==> src/rtl/acc_cpu_pkg.sv <==
// rtl/acc_cpu_pkg.sv - opcode and FSM state encodings shared by the accumulator core
package acc_cpu_pkg;

    localparam int OPCODE_W = 3;

    typedef enum logic [OPCODE_W-1:0] {
        OP_IN   = 3'b000,
        OP_OUT  = 3'b001,
        OP_DEC  = 3'b010,
        OP_INC  = 3'b011,
        OP_JNZ  = 3'b100,
        OP_JMP  = 3'b101,
        OP_LDI  = 3'b110,
        OP_HALT = 3'b111
    } opcode_e;

    typedef enum logic [1:0] {
        ST_HALT    = 2'd0,
        ST_FETCH   = 2'd1,
        ST_DECODE  = 2'd2,
        ST_EXECUTE = 2'd3
    } state_e;

endpackage

==> src/rtl/acc_cpu_core_if.sv <==
// rtl/acc_cpu_core_if.sv - input and output handshake streams of the accumulator core
interface acc_cpu_core_if #(
    parameter int DATA_W = 8
);
    logic [DATA_W-1:0] in_data;
    logic              in_valid;
    logic              in_ready;
    logic [DATA_W-1:0] out_data;
    logic              out_valid;
    logic              out_ready;

    // environment side: produces input operands, consumes results
    modport master (
        output in_data, in_valid, out_ready,
        input  in_ready, out_data, out_valid
    );

    // core side
    modport slave (
        input  in_data, in_valid, out_ready,
        output in_ready, out_data, out_valid
    );
endinterface

==> src/rtl/acc_prog_mem.sv <==
// rtl/acc_prog_mem.sv - program memory, synchronous write and asynchronous read
module acc_prog_mem #(
    parameter int PC_W   = 4,
    parameter int WORD_W = 3 + PC_W
) (
    input  logic              clk,
    input  logic              i_we,
    input  logic [PC_W-1:0]   i_waddr,
    input  logic [WORD_W-1:0] i_wdata,
    input  logic [PC_W-1:0]   i_raddr,
    output logic [WORD_W-1:0] o_rdata
);
    logic [WORD_W-1:0] r_mem [2**PC_W];

    // contents survive core reset, so the array has no reset term
    always_ff @(posedge clk) begin
        if (i_we) begin
            r_mem[i_waddr] <= i_wdata;
        end
    end

    assign o_rdata = r_mem[i_raddr];
endmodule

==> src/rtl/acc_cpu_core.sv <==
// rtl/acc_cpu_core.sv - multi-cycle accumulator CPU with stream input/output
module acc_cpu_core
    import acc_cpu_pkg::*;
#(
    parameter int DATA_W = 8,
    parameter int PC_W   = 4
) (
    input  logic                   clk,
    input  logic                   reset,
    input  logic                   start,
    input  logic                   prog_we,
    input  logic [PC_W-1:0]        prog_addr,
    input  logic [OPCODE_W+PC_W-1:0] prog_data,
    acc_cpu_core_if.slave          io,
    output logic                   zero,
    output logic                   halted,
    output logic [PC_W-1:0]        pc
);
    localparam int IR_W = OPCODE_W + PC_W;

    state_e            r_state;
    state_e            w_state_next;
    logic [PC_W-1:0]   r_pc;
    logic [IR_W-1:0]   r_ir;
    logic [DATA_W-1:0] r_acc;
    logic [DATA_W-1:0] r_out_data;
    logic              r_out_valid;

    logic              w_mem_we;
    logic [IR_W-1:0]   w_mem_rdata;
    opcode_e           w_opcode;
    logic [PC_W-1:0]   w_operand;
    logic [DATA_W-1:0] w_imm;
    logic              w_in_ready;
    logic              w_done;

    // the program may only be rewritten while the core is parked
    assign w_mem_we = prog_we && (r_state == ST_HALT);

    acc_prog_mem #(
        .PC_W   (PC_W),
        .WORD_W (IR_W)
    ) u_prog_mem (
        .clk     (clk),
        .i_we    (w_mem_we),
        .i_waddr (prog_addr),
        .i_wdata (prog_data),
        .i_raddr (r_pc),
        .o_rdata (w_mem_rdata)
    );

    assign w_opcode  = opcode_e'(r_ir[IR_W-1:PC_W]);
    assign w_operand = r_ir[PC_W-1:0];

    // LDI immediate: zero-extend a narrow operand, keep the low bits of a wide one
    generate
        if (PC_W >= DATA_W) begin : g_imm_trunc
            assign w_imm = w_operand[DATA_W-1:0];
        end else begin : g_imm_ext
            assign w_imm = {{(DATA_W-PC_W){1'b0}}, w_operand};
        end
    endgenerate

    // state register
    always_ff @(posedge clk or posedge reset) begin
        if (reset) begin
            r_state <= ST_HALT;
        end else begin
            r_state <= w_state_next;
        end
    end

    // next state, input handshake and instruction completion
    always_comb begin
        w_state_next = r_state;
        w_in_ready   = 1'b0;
        w_done       = 1'b0;
        case (r_state)
            ST_HALT:   if (start) w_state_next = ST_FETCH;
            ST_FETCH:  w_state_next = ST_DECODE;
            ST_DECODE: w_state_next = ST_EXECUTE;
            ST_EXECUTE: begin
                case (w_opcode)
                    OP_IN: begin
                        w_in_ready = 1'b1;
                        w_done     = io.in_valid;
                    end
                    OP_OUT:  w_done = r_out_valid && io.out_ready;
                    OP_HALT: w_state_next = ST_HALT;
                    default: w_done = 1'b1;
                endcase
                if (w_done) w_state_next = ST_FETCH;
            end
            default: w_state_next = ST_HALT;
        endcase
    end

    // architectural state: PC, IR, accumulator and the output register
    always_ff @(posedge clk or posedge reset) begin
        if (reset) begin
            r_pc        <= '0;
            r_ir        <= '0;
            r_acc       <= '0;
            r_out_data  <= '0;
            r_out_valid <= 1'b0;
        end else begin
            case (r_state)
                ST_HALT: if (start) r_pc <= '0;
                ST_FETCH: begin
                    r_ir <= w_mem_rdata;
                    r_pc <= r_pc + 1'b1;
                end
                ST_DECODE: begin
                    // present the result as EXECUTE of OUT begins
                    if (w_opcode == OP_OUT) begin
                        r_out_data  <= r_acc;
                        r_out_valid <= 1'b1;
                    end
                end
                ST_EXECUTE: begin
                    case (w_opcode)
                        OP_IN:  if (io.in_valid) r_acc <= io.in_data;
                        OP_OUT: if (io.out_ready) r_out_valid <= 1'b0;
                        OP_DEC: r_acc <= r_acc - 1'b1;
                        OP_INC: r_acc <= r_acc + 1'b1;
                        OP_JNZ: if (r_acc != '0) r_pc <= w_operand;
                        OP_JMP: r_pc <= w_operand;
                        OP_LDI: r_acc <= w_imm;
                        default: ;
                    endcase
                end
                default: ;
            endcase
        end
    end

    assign io.in_ready  = w_in_ready;
    assign io.out_data  = r_out_data;
    assign io.out_valid = r_out_valid;
    assign zero         = (r_acc == '0);
    assign halted       = (r_state == ST_HALT);
    assign pc           = r_pc;
endmodule

==> src/flat_wrapper.sv <==
// flat-port wrapper written by rule: the top's interface ports become plain ports
module acc_cpu_core_flat import acc_cpu_pkg::*;
#(
    parameter int DATA_W = 8,
    parameter int PC_W   = 4
)
  (clk, reset, start, prog_we, prog_addr, prog_data, zero, halted, pc, io_in_data, io_in_valid, io_out_ready, io_in_ready, io_out_data, io_out_valid);
  acc_cpu_core_if #(.DATA_W(DATA_W)) io_i ();
  input  logic clk;
  input  logic reset;
  input  logic start;
  input  logic prog_we;
  input  logic [PC_W-1:0] prog_addr;
  input  logic [OPCODE_W+PC_W-1:0] prog_data;
  output logic zero;
  output logic halted;
  output logic [PC_W-1:0] pc;
  input wire logic [$bits(io_i.in_data)-1:0] io_in_data;
  input wire logic [$bits(io_i.in_valid)-1:0] io_in_valid;
  input wire logic [$bits(io_i.out_ready)-1:0] io_out_ready;
  output wire logic [$bits(io_i.in_ready)-1:0] io_in_ready;
  output wire logic [$bits(io_i.out_data)-1:0] io_out_data;
  output wire logic [$bits(io_i.out_valid)-1:0] io_out_valid;
  assign io_i.in_data = io_in_data;
  assign io_i.in_valid = io_in_valid;
  assign io_i.out_ready = io_out_ready;
  assign io_in_ready = io_i.in_ready;
  assign io_out_data = io_i.out_data;
  assign io_out_valid = io_i.out_valid;
  acc_cpu_core #(.DATA_W(DATA_W), .PC_W(PC_W)) u_core (.clk(clk), .reset(reset), .start(start), .prog_we(prog_we), .prog_addr(prog_addr), .prog_data(prog_data), .io(io_i), .zero(zero), .halted(halted), .pc(pc));
endmodule
==> config.mk <==
export PLATFORM = sky130hd
export DESIGN_NAME = acc_cpu_core_flat
export DESIGN_NICKNAME = d
export VERILOG_FILES = /design/src/rtl/acc_cpu_pkg.sv /design/src/rtl/acc_cpu_core_if.sv /design/src/rtl/acc_prog_mem.sv /design/src/rtl/acc_cpu_core.sv /design/src/flat_wrapper.sv
export SDC_FILE = /design/constraint.sdc
export NUM_CORES = 1
export LEC_CHECK = 0
export CORE_ASPECT_RATIO = 0.9
export CORE_MARGIN = 3
export CORE_UTILIZATION = 30
export CTS_BUF_LIST = sky130_fd_sc_hd__clkbuf_16
export DETAILED_ROUTE_END_ITERATION = 10
export PLACE_DENSITY = 0.55
export SKIP_CTS_REPAIR_TIMING = 1
export SLEW_MARGIN = 20
export SYNTH_ARGS = -nofsm -noshare
export SYNTH_HDL_FRONTEND = slang
export SYNTH_SLANG_ARGS = --single-unit
==> constraint.sdc <==
create_clock -name clk -period 8.05 [get_ports clk]
set_input_delay 1.61 -clock clk [delete_from_list [all_inputs] [get_ports clk]]
set_output_delay 1.61 -clock clk [all_outputs]
set_load 0.05 [all_outputs]
==> results of run 1 <==
-- critical path, delay by kind of cell (launching register included) --
kind | cells | cell delay (ps)
buf+inv | 1 | 860
flops | 1 | 390
fa+ha+maj | 1 | 520
simple gates | 2 | 410
-- cell families (layout without fill, tap and decap cells) --
family,Yosys count,after routing,synth area share [%]
AO/OA/AOI/OAI,84,84,8.91
XOR/XNOR,1,1,0.139
adder cells (fa/ha/maj),13,13,2.69
buffers and inverters,35,84,2.61
flip-flops,142,142,65.1
multiplexers,64,64,11.6
AND/OR/NAND/NOR,120,120,9.02
-- power by group through the flow --
stage          Combinational (mW)  Sequential [mW]  Clock (mW)
4_1_cts                     0.874            0.982       0.791
6_report                    0.877            0.983       0.777
5_1_grt                     0.968             1.00       0.832
2_1_floorplan               0.612             1.01           0
3_5_place_dp                0.870            0.997           0
3_3_place_gp                0.855            0.994           0
-- metal layers --
metal / vias up / share of wire, % / track usage [%]
met2: 113 / 45 / 19.9
met5: - / 0 / 0
met1: 1957 / 47 / 18.2
met4: 0 / 0.57 / 2.58
met3: 7 / 6.8 / 4.44
li1: 1828 / - / -
-- layout make-up --
| cell class | count | area [um^2] | share of cell area [%] |
|---|---|---|---|
| sequential | 142 | 4120 | 54.5 |
| inverter | 11 | 41.3 | 0.546 |
| clock buffer | 17 | 425 | 5.63 |
| timing repair buffer | 42 | 415 | 5.50 |
| tap | 280 | 350 | 4.64 |
| multi-input combinational | 282 | 2050 | 27.2 |
| clock inverter | 14 | 158 | 2.09 |
-- how the worst max path moves through the flow --
| stage | endpoint | start | cells after the start | slack [ps] |
|---|---|---|---|---|
| after floorplan | io_in_ready | u_core.r_state[1] | 4 | 4610 |
| after global placement | pc[1] | u_core.pc[1] | 2 | 4380 |
| after detailed placement | u_core.u_prog_mem.r_mem[0][4] | prog_we | 4 | 4310 |
| after CTS | io_in_ready | u_core.r_state[1] | 4 | 3870 |
| after global routing | io_in_ready | u_core.r_state[1] | 4 | 3660 |
| final | io_in_ready | u_core.r_state[1] | 4 | 3860 |
-- state kept, by name, indices dropped and copies added, names as in the netlist --
signal / flops
u_core.io.out_data: 8
u_core.io.out_valid: 1
u_core.pc: 4
u_core.r_acc: 8
u_core.r_ir: 7
u_core.r_state: 2
u_core.u_prog_mem.r_mem: 112
-- cell usage after synthesis (2+ instances only) --
master	instances
ha_1	12
buf_2	6
o211ai_1	3
buf_4	5
clkbuf_1	12
nand4b_1	2
mux2_1	9
nor4_1	2
nor3b_1	3
o21a_1	3
a21oi_1	7
dfrtp_1	30
mux2i_1	46
nor2_1	29
o21ai_0	17
nand2_1	39
nand2b_1	3
a22oi_1	20
mux4_2	6
inv_1	9
edfxtp_1	112
a211oi_1	2
nor2b_1	10
o21ai_1	11
a31oi_1	5
or3_1	2
mux2_2	3
inv_2	2
nand4_1	9
nand3_1	10
nor3_1	7
==> summary.txt, run 1 <==
Global routing
  – GRT Overall Usage: 13.0%
  – GRT overflow: 0
  – Pin count of the biggest net entering global routing: 56
  – Initial antenna violation count: 0
  – Global-route wire length before repair: 22.6 mm
  – Vias in the first global route: 3878

Pwr
  – Maximum vdd drop: 0.185 mV
  – Static leakage: 2.57 nW
  – Switching Share: 36.4%
  – Share of power burned in registers: 37.3%
  – Design Power: 2.64 mW
  – Clock group share of total power: 29.5%
  – NetSw: 0.961 mW
  – Gate power share: 33.3%
  – Internal power: 1.68 mW
  – Power Density: 349 nW/um^2

Yosys
  – Syn Inst Count: 459
  – Asr flop ratio synth: 21.1%
  – Top_reg_cell synth: edfxtp_1
  – Synth Area per Inst: 13.8 um^2
  – Cell variety after synth: 54
  – Yosys top cell by area: edfxtp_1
  – Share of the synthesized area in the top cell type: 53.2%
  – Yosys warns: 0
  – Post-synth EDFFs: 112
  – Synthesized net count: 497
  – Synth Register Bits: 142
  – Top cells by area, synth: edfxtp_1, dfrtp_1, mux2i_1
  – Synthesized cell area: 6320 um^2
  – Seq/Total Area, Yosys: 65.1%

Critical path
  – Critical R2R Capture: u_core.r_acc[6]
  – Worst R2R Setup Slack: 4720 ps
  – RR Startpoint: u_core.r_ir[5]
  – Register-to-Register Path Depth: 8
  – Slowest-stage cell, CP: clkdlybuf4s50_1
  – Critical Path RT: 6440 ps
  – Cell chain of the critical path: ha_1 -> nand2_1 -> nor3_1 -> clkdlybuf4s50_1
  – Maximum fanout along the worst path: 15
  – Setup crit end kind: output pin
  – CP arrival: 2580 ps
  – Crit start category: flop
  – WS Path Type: flop to output pin
  – Critical path's largest stage delay: 860 ps

Flow run
  – Max_cap viols: 0

Clock tree
  – CTS tree: built
  – Clk_lat worst skew: 420 ps
  – CTS max path bufs: 2
  – Htree depth: 4
  – # clock sinks: 142
  – Worst-path clk slew: 60 ps
  – CTS buffer count: 17
  – Root Driver: clkbuf_16

Placed design
  – DP Area: 6970 um^2
  – Placed Cells: 757
  – Worst slack, placed: 4310 ps
  – Port-buffer cells: 40
  – Detailed placement HPWL: 9.71 mm
  – GP Congestion: 0.794

STA
  – Final Skew: 9.71 ps
  – Setup WS post-layout: 3860 ps
  – Slew HR: 27.6%
  – Final Hold Viols: 0
  – Tmin final: 4190 ps
  – Hold_ws: 484 ps
  – Setup violations, final: 0
  – Setup TNS: 0 ps
  – Max frequency: 0.239 GHz
  – Slew @ Worst Pin: 1080 ps
  – RSZ-0062 raised after global routing: no
  – Slew Viols, Final: 0
  – Final Cycle Share: 52.1%

Floorplan
  – Die width: 159 um
  – Die area: 22900 um^2
  – Initial Utilization: 31.1%
  – Cell Rows: 49
  – Boundary Pins: 41
  – Die Y: 144 um
  – Core area: 20400 um^2

Cells and area
  – Commonest non-fill, non-tap cell in the layout: edfxtp_1
  – Layout Cells excl Fill: 788
  – Fill cells: 1973
  – Most frequent cells in the layout: edfxtp_1, mux2i_1, clkdlybuf4s50_1, nand2_1
  – P&R area growth vs syn: 19.5%
  – Antenna Cells: 0
  – Post-layout net count: 534
  – Final Util: 37.1%
  – Final Cell Area: 7560 um^2
  – Fraction of layout cells with a size suffix above 1: 9.45%

Route
  – DRT Wirelength: 14.3 mm
  – Initial drt markers: 282
  – ANT nets after route: 0
  – Post-DR wirelength/cell: 18.2 um
  – DR pass1 iterations: 4
  – Via count: 3905
  – Post-route DRC violation count: 0
  – Vias per inst: 4.96

Min path
  – Min-Delay Endpoint: u_core.io.out_data[5]
  – Hold WC Path Type: flop to flop
  – Hold wc startpoint: u_core.io.out_data[5]
  – Worst hold stages: 1

Run status
  – Status: complete, no violations
No activity file was read; power rests on OpenSTA's default activity.
==> run 2, diff against run 1 <==
- clock period: 8.05 -> 4.1 ns (I/O delays scaled with it)
==> run 2 against run 1 <==
Effect of this change: clock power up 93%; non-clock buffer count up 3; clock-buffer cell count did not move; final cell count up 0.51%; critical path type unchanged; largest cell class unchanged.
==> summary.txt, run 2 (synthesized netlist as in run 1, its figures left out) <==
Cells and area
  – Max reg flops: 112 (unchanged)
  – P&R area growth vs syn: 19.9%
  – Layout Cells excl Fill: 792 (+0.51%)
  – Fill cells: 1965 (-0.41%)
  – Antenna Cells: 0 (unchanged)
  – Fraction of layout cells with a size suffix above 1: 10.4% (+0.90 points)
  – Most frequent cells in the layout: edfxtp_1, mux2i_1, clkdlybuf4s50_1, nand2_1
  – Commonest non-fill, non-tap cell in the layout: edfxtp_1
  – Top reg by flops: u_core.u_prog_mem.r_mem
  – Post-layout net count: 537 (+0.56%)

Flow run
  – Max_cap viols: 0 (unchanged)

Floorplan
  – Boundary Pins: 41 (unchanged)
  – Die Y: 144 um (unchanged)
  – Die area: 22900 um^2 (unchanged)
  – Cell Rows: 49 (unchanged)
  – Core area: 20400 um^2 (unchanged)
  – Die width: 159 um (unchanged)
  – Initial Utilization: 31.1% (unchanged)

STA
  – Setup WS post-layout: 625 ps (-3230 ps)
  – Slew Viols, Final: 0 (unchanged)
  – Slew HR: 37.0% (+9.4 points)
  – Final Cycle Share: 84.8%
  – Final Skew: 9.50 ps (-0.209 ps)
  – Slew @ Worst Pin: 938 ps (-139 ps)
  – Tmin final: 3470 ps
  – Max frequency: 0.288 GHz
  – RSZ-0062 raised after global routing: no
  – Setup TNS: 0 ps (unchanged)
  – Final Hold Viols: 0 (unchanged)
  – Setup violations, final: 0 (unchanged)

Pwr
  – Gate power share: 33.0% (-0.3 points)
  – Internal power: 3.20 mW (+91%)
  – Clock group share of total power: 29.1% (-0.4 points)
  – Switching Share: 37.7% (+1.2 points)
  – Power Density: 678 nW/um^2 (+94%)
  – Maximum vdd drop: 0.328 mV (+77%)
  – Static leakage: 2.58 nW (+0.30%)
  – NetSw: 1.93 mW (+100%)
  – Share of power burned in registers: 37.9% (+0.6 points)

Route
  – Via count: 3852 (-1.4%)
  – Vias per inst: 4.86 (-1.9%)
  – Post-route DRC violation count: 0 (unchanged)
  – DR pass1 iterations: 4 (unchanged)
  – Post-DR wirelength/cell: 17.6 um (-3.0%)
  – ANT nets after route: 0 (unchanged)
  – Initial drt markers: 359 (+27%)
  – DRT Wirelength: 14.0 mm (-2.6%)

Critical path
  – Setup crit end kind: output pin
  – Critical Path RT: 3280 ps (-3160 ps)
  – CP arrival: 2650 ps (+70 ps)
  – Crit start category: flop
  – Maximum fanout along the worst path: 15 (unchanged)
  – WS Path Type: flop to output pin

Placed design
  – Placed Cells: 760 (+0.40%)
  – GP Congestion: 0.856 (+7.8%)
  – Worst slack, placed: 1070 ps (-3230 ps)
  – Port-buffer cells: 40 (unchanged)
  – Detailed placement HPWL: 9.76 mm (+0.51%)

Clock tree
  – Htree depth: 4 (unchanged)
  – Worst-path clk slew: 70 ps (about the same)
  – Root Driver: clkbuf_16
  – # clock sinks: 142 (unchanged)
  – CTS buffer count: 17 (unchanged)
  – Clk_lat worst skew: 420 ps (about the same)
  – CTS tree: built
  – CTS max path bufs: 2 (unchanged)

Min path
  – Hold WC Path Type: flop to flop

Global routing
  – GRT overflow: 0 (unchanged)
  – GRT Overall Usage: 12.9% (-0.074 points)
  – Global-route wire length before repair: 22.6 mm (about the same)
  – Initial antenna violation count: 0 (unchanged)
  – Vias in the first global route: 3893 (+0.39%)
  – Pin count of the biggest net entering global routing: 31 (-45%)

Run status
  – Status: complete, no violations
[run 2: cell types whose count changed in the layout (fill, tap and decap cells not counted)]
cell | before | now
nor3_1 | 6 | 7
nor3_2 | 1 | 0
inv_1 | 11 | 8
o21ai_1 | 10 | 11
o21ai_2 | 2 | 1
inv_2 | 2 | 3
buf_4 | 2 | 5
clkinv_8 | 0 | 4
clkinv_4 | 1 | 0
bufinv_16 | 2 | 0
inv_6 | 5 | 6
inv_8 | 2 | 3
[run 2: per-stage QoR]
| step | cell area [um^2] | util, % | total power, mW | hold WS (ps) |
|---|---|---|---|---|
| after CTS | 7580 | 37.2 | 5.18 | 491 |
| final | 7580 | 37.2 | 5.14 | 483 |
| after global routing | 7580 | 37.2 | 5.46 | 508 |
| after detailed placement | 6990 | 34.3 | 3.67 | 475 |
| after floorplan | 6320 | - | 3.18 | 492 |
| after global placement | 6990 | 34.3 | 3.63 | 469 |
[run 2: worst paths after layout]
| path | to | cells after the start | start | slack (ps) |
|---|---|---|---|---|
| worst max-delay path | io_in_ready | 4 | u_core.r_state[1] | 630 |
| worst min-delay path | u_core.io.out_data[0] | 1 | u_core.io.out_data[0] | 480 |
| worst max register to register | u_core.r_acc[6] | 8 | u_core.r_ir[5] | 1040 |
| worst min register to register | u_core.io.out_data[0] | 1 | u_core.io.out_data[0] | 480 |
| max in group asynchronous | u_core.pc[1] | 2 | reset | 2810 |
| min in group asynchronous | u_core.r_ir[5] | 2 | reset | 820 |
[run 2: area by class of cell]
type	instances	area [um^2]	area share, %
multi-input combinational	282	2040	27.0
inverter	11	41.3	0.545
clock inverter	15	166	2.20
sequential	142	4120	54.3
tap	280	350	4.62
clock buffer	17	425	5.61
timing repair buffer	45	438	5.78
[run 2: metal layers]
layer	share of wire (%)	GRT usage, %	vias to the layer above
li1	-	-	1846
met1	49	18.7	1894
met2	45	19.5	110
met3	5.9	3.40	2
met4	0.26	3.27	0
met5	0	0	-
[run 2: critical path, stage by stage (launching register included)]
cell and delay, ps:
dfrtp_1 400, ha_1 510, nand2_1 190, nor3_1 270, clkdlybuf4s50_1 870
[run 2: power groups by stage]
| stage | Combinational, mW | Clock [mW] | Sequential (mW) |
|---|---|---|---|
| 6_report | 1.69 | 1.50 | 1.95 |
| 5_1_grt | 1.87 | 1.61 | 1.98 |
| 4_1_cts | 1.70 | 1.53 | 1.95 |
| 3_5_place_dp | 1.69 | 0 | 1.98 |
| 3_3_place_gp | 1.67 | 0 | 1.97 |
| 2_1_floorplan | 1.20 | 0 | 1.98 |
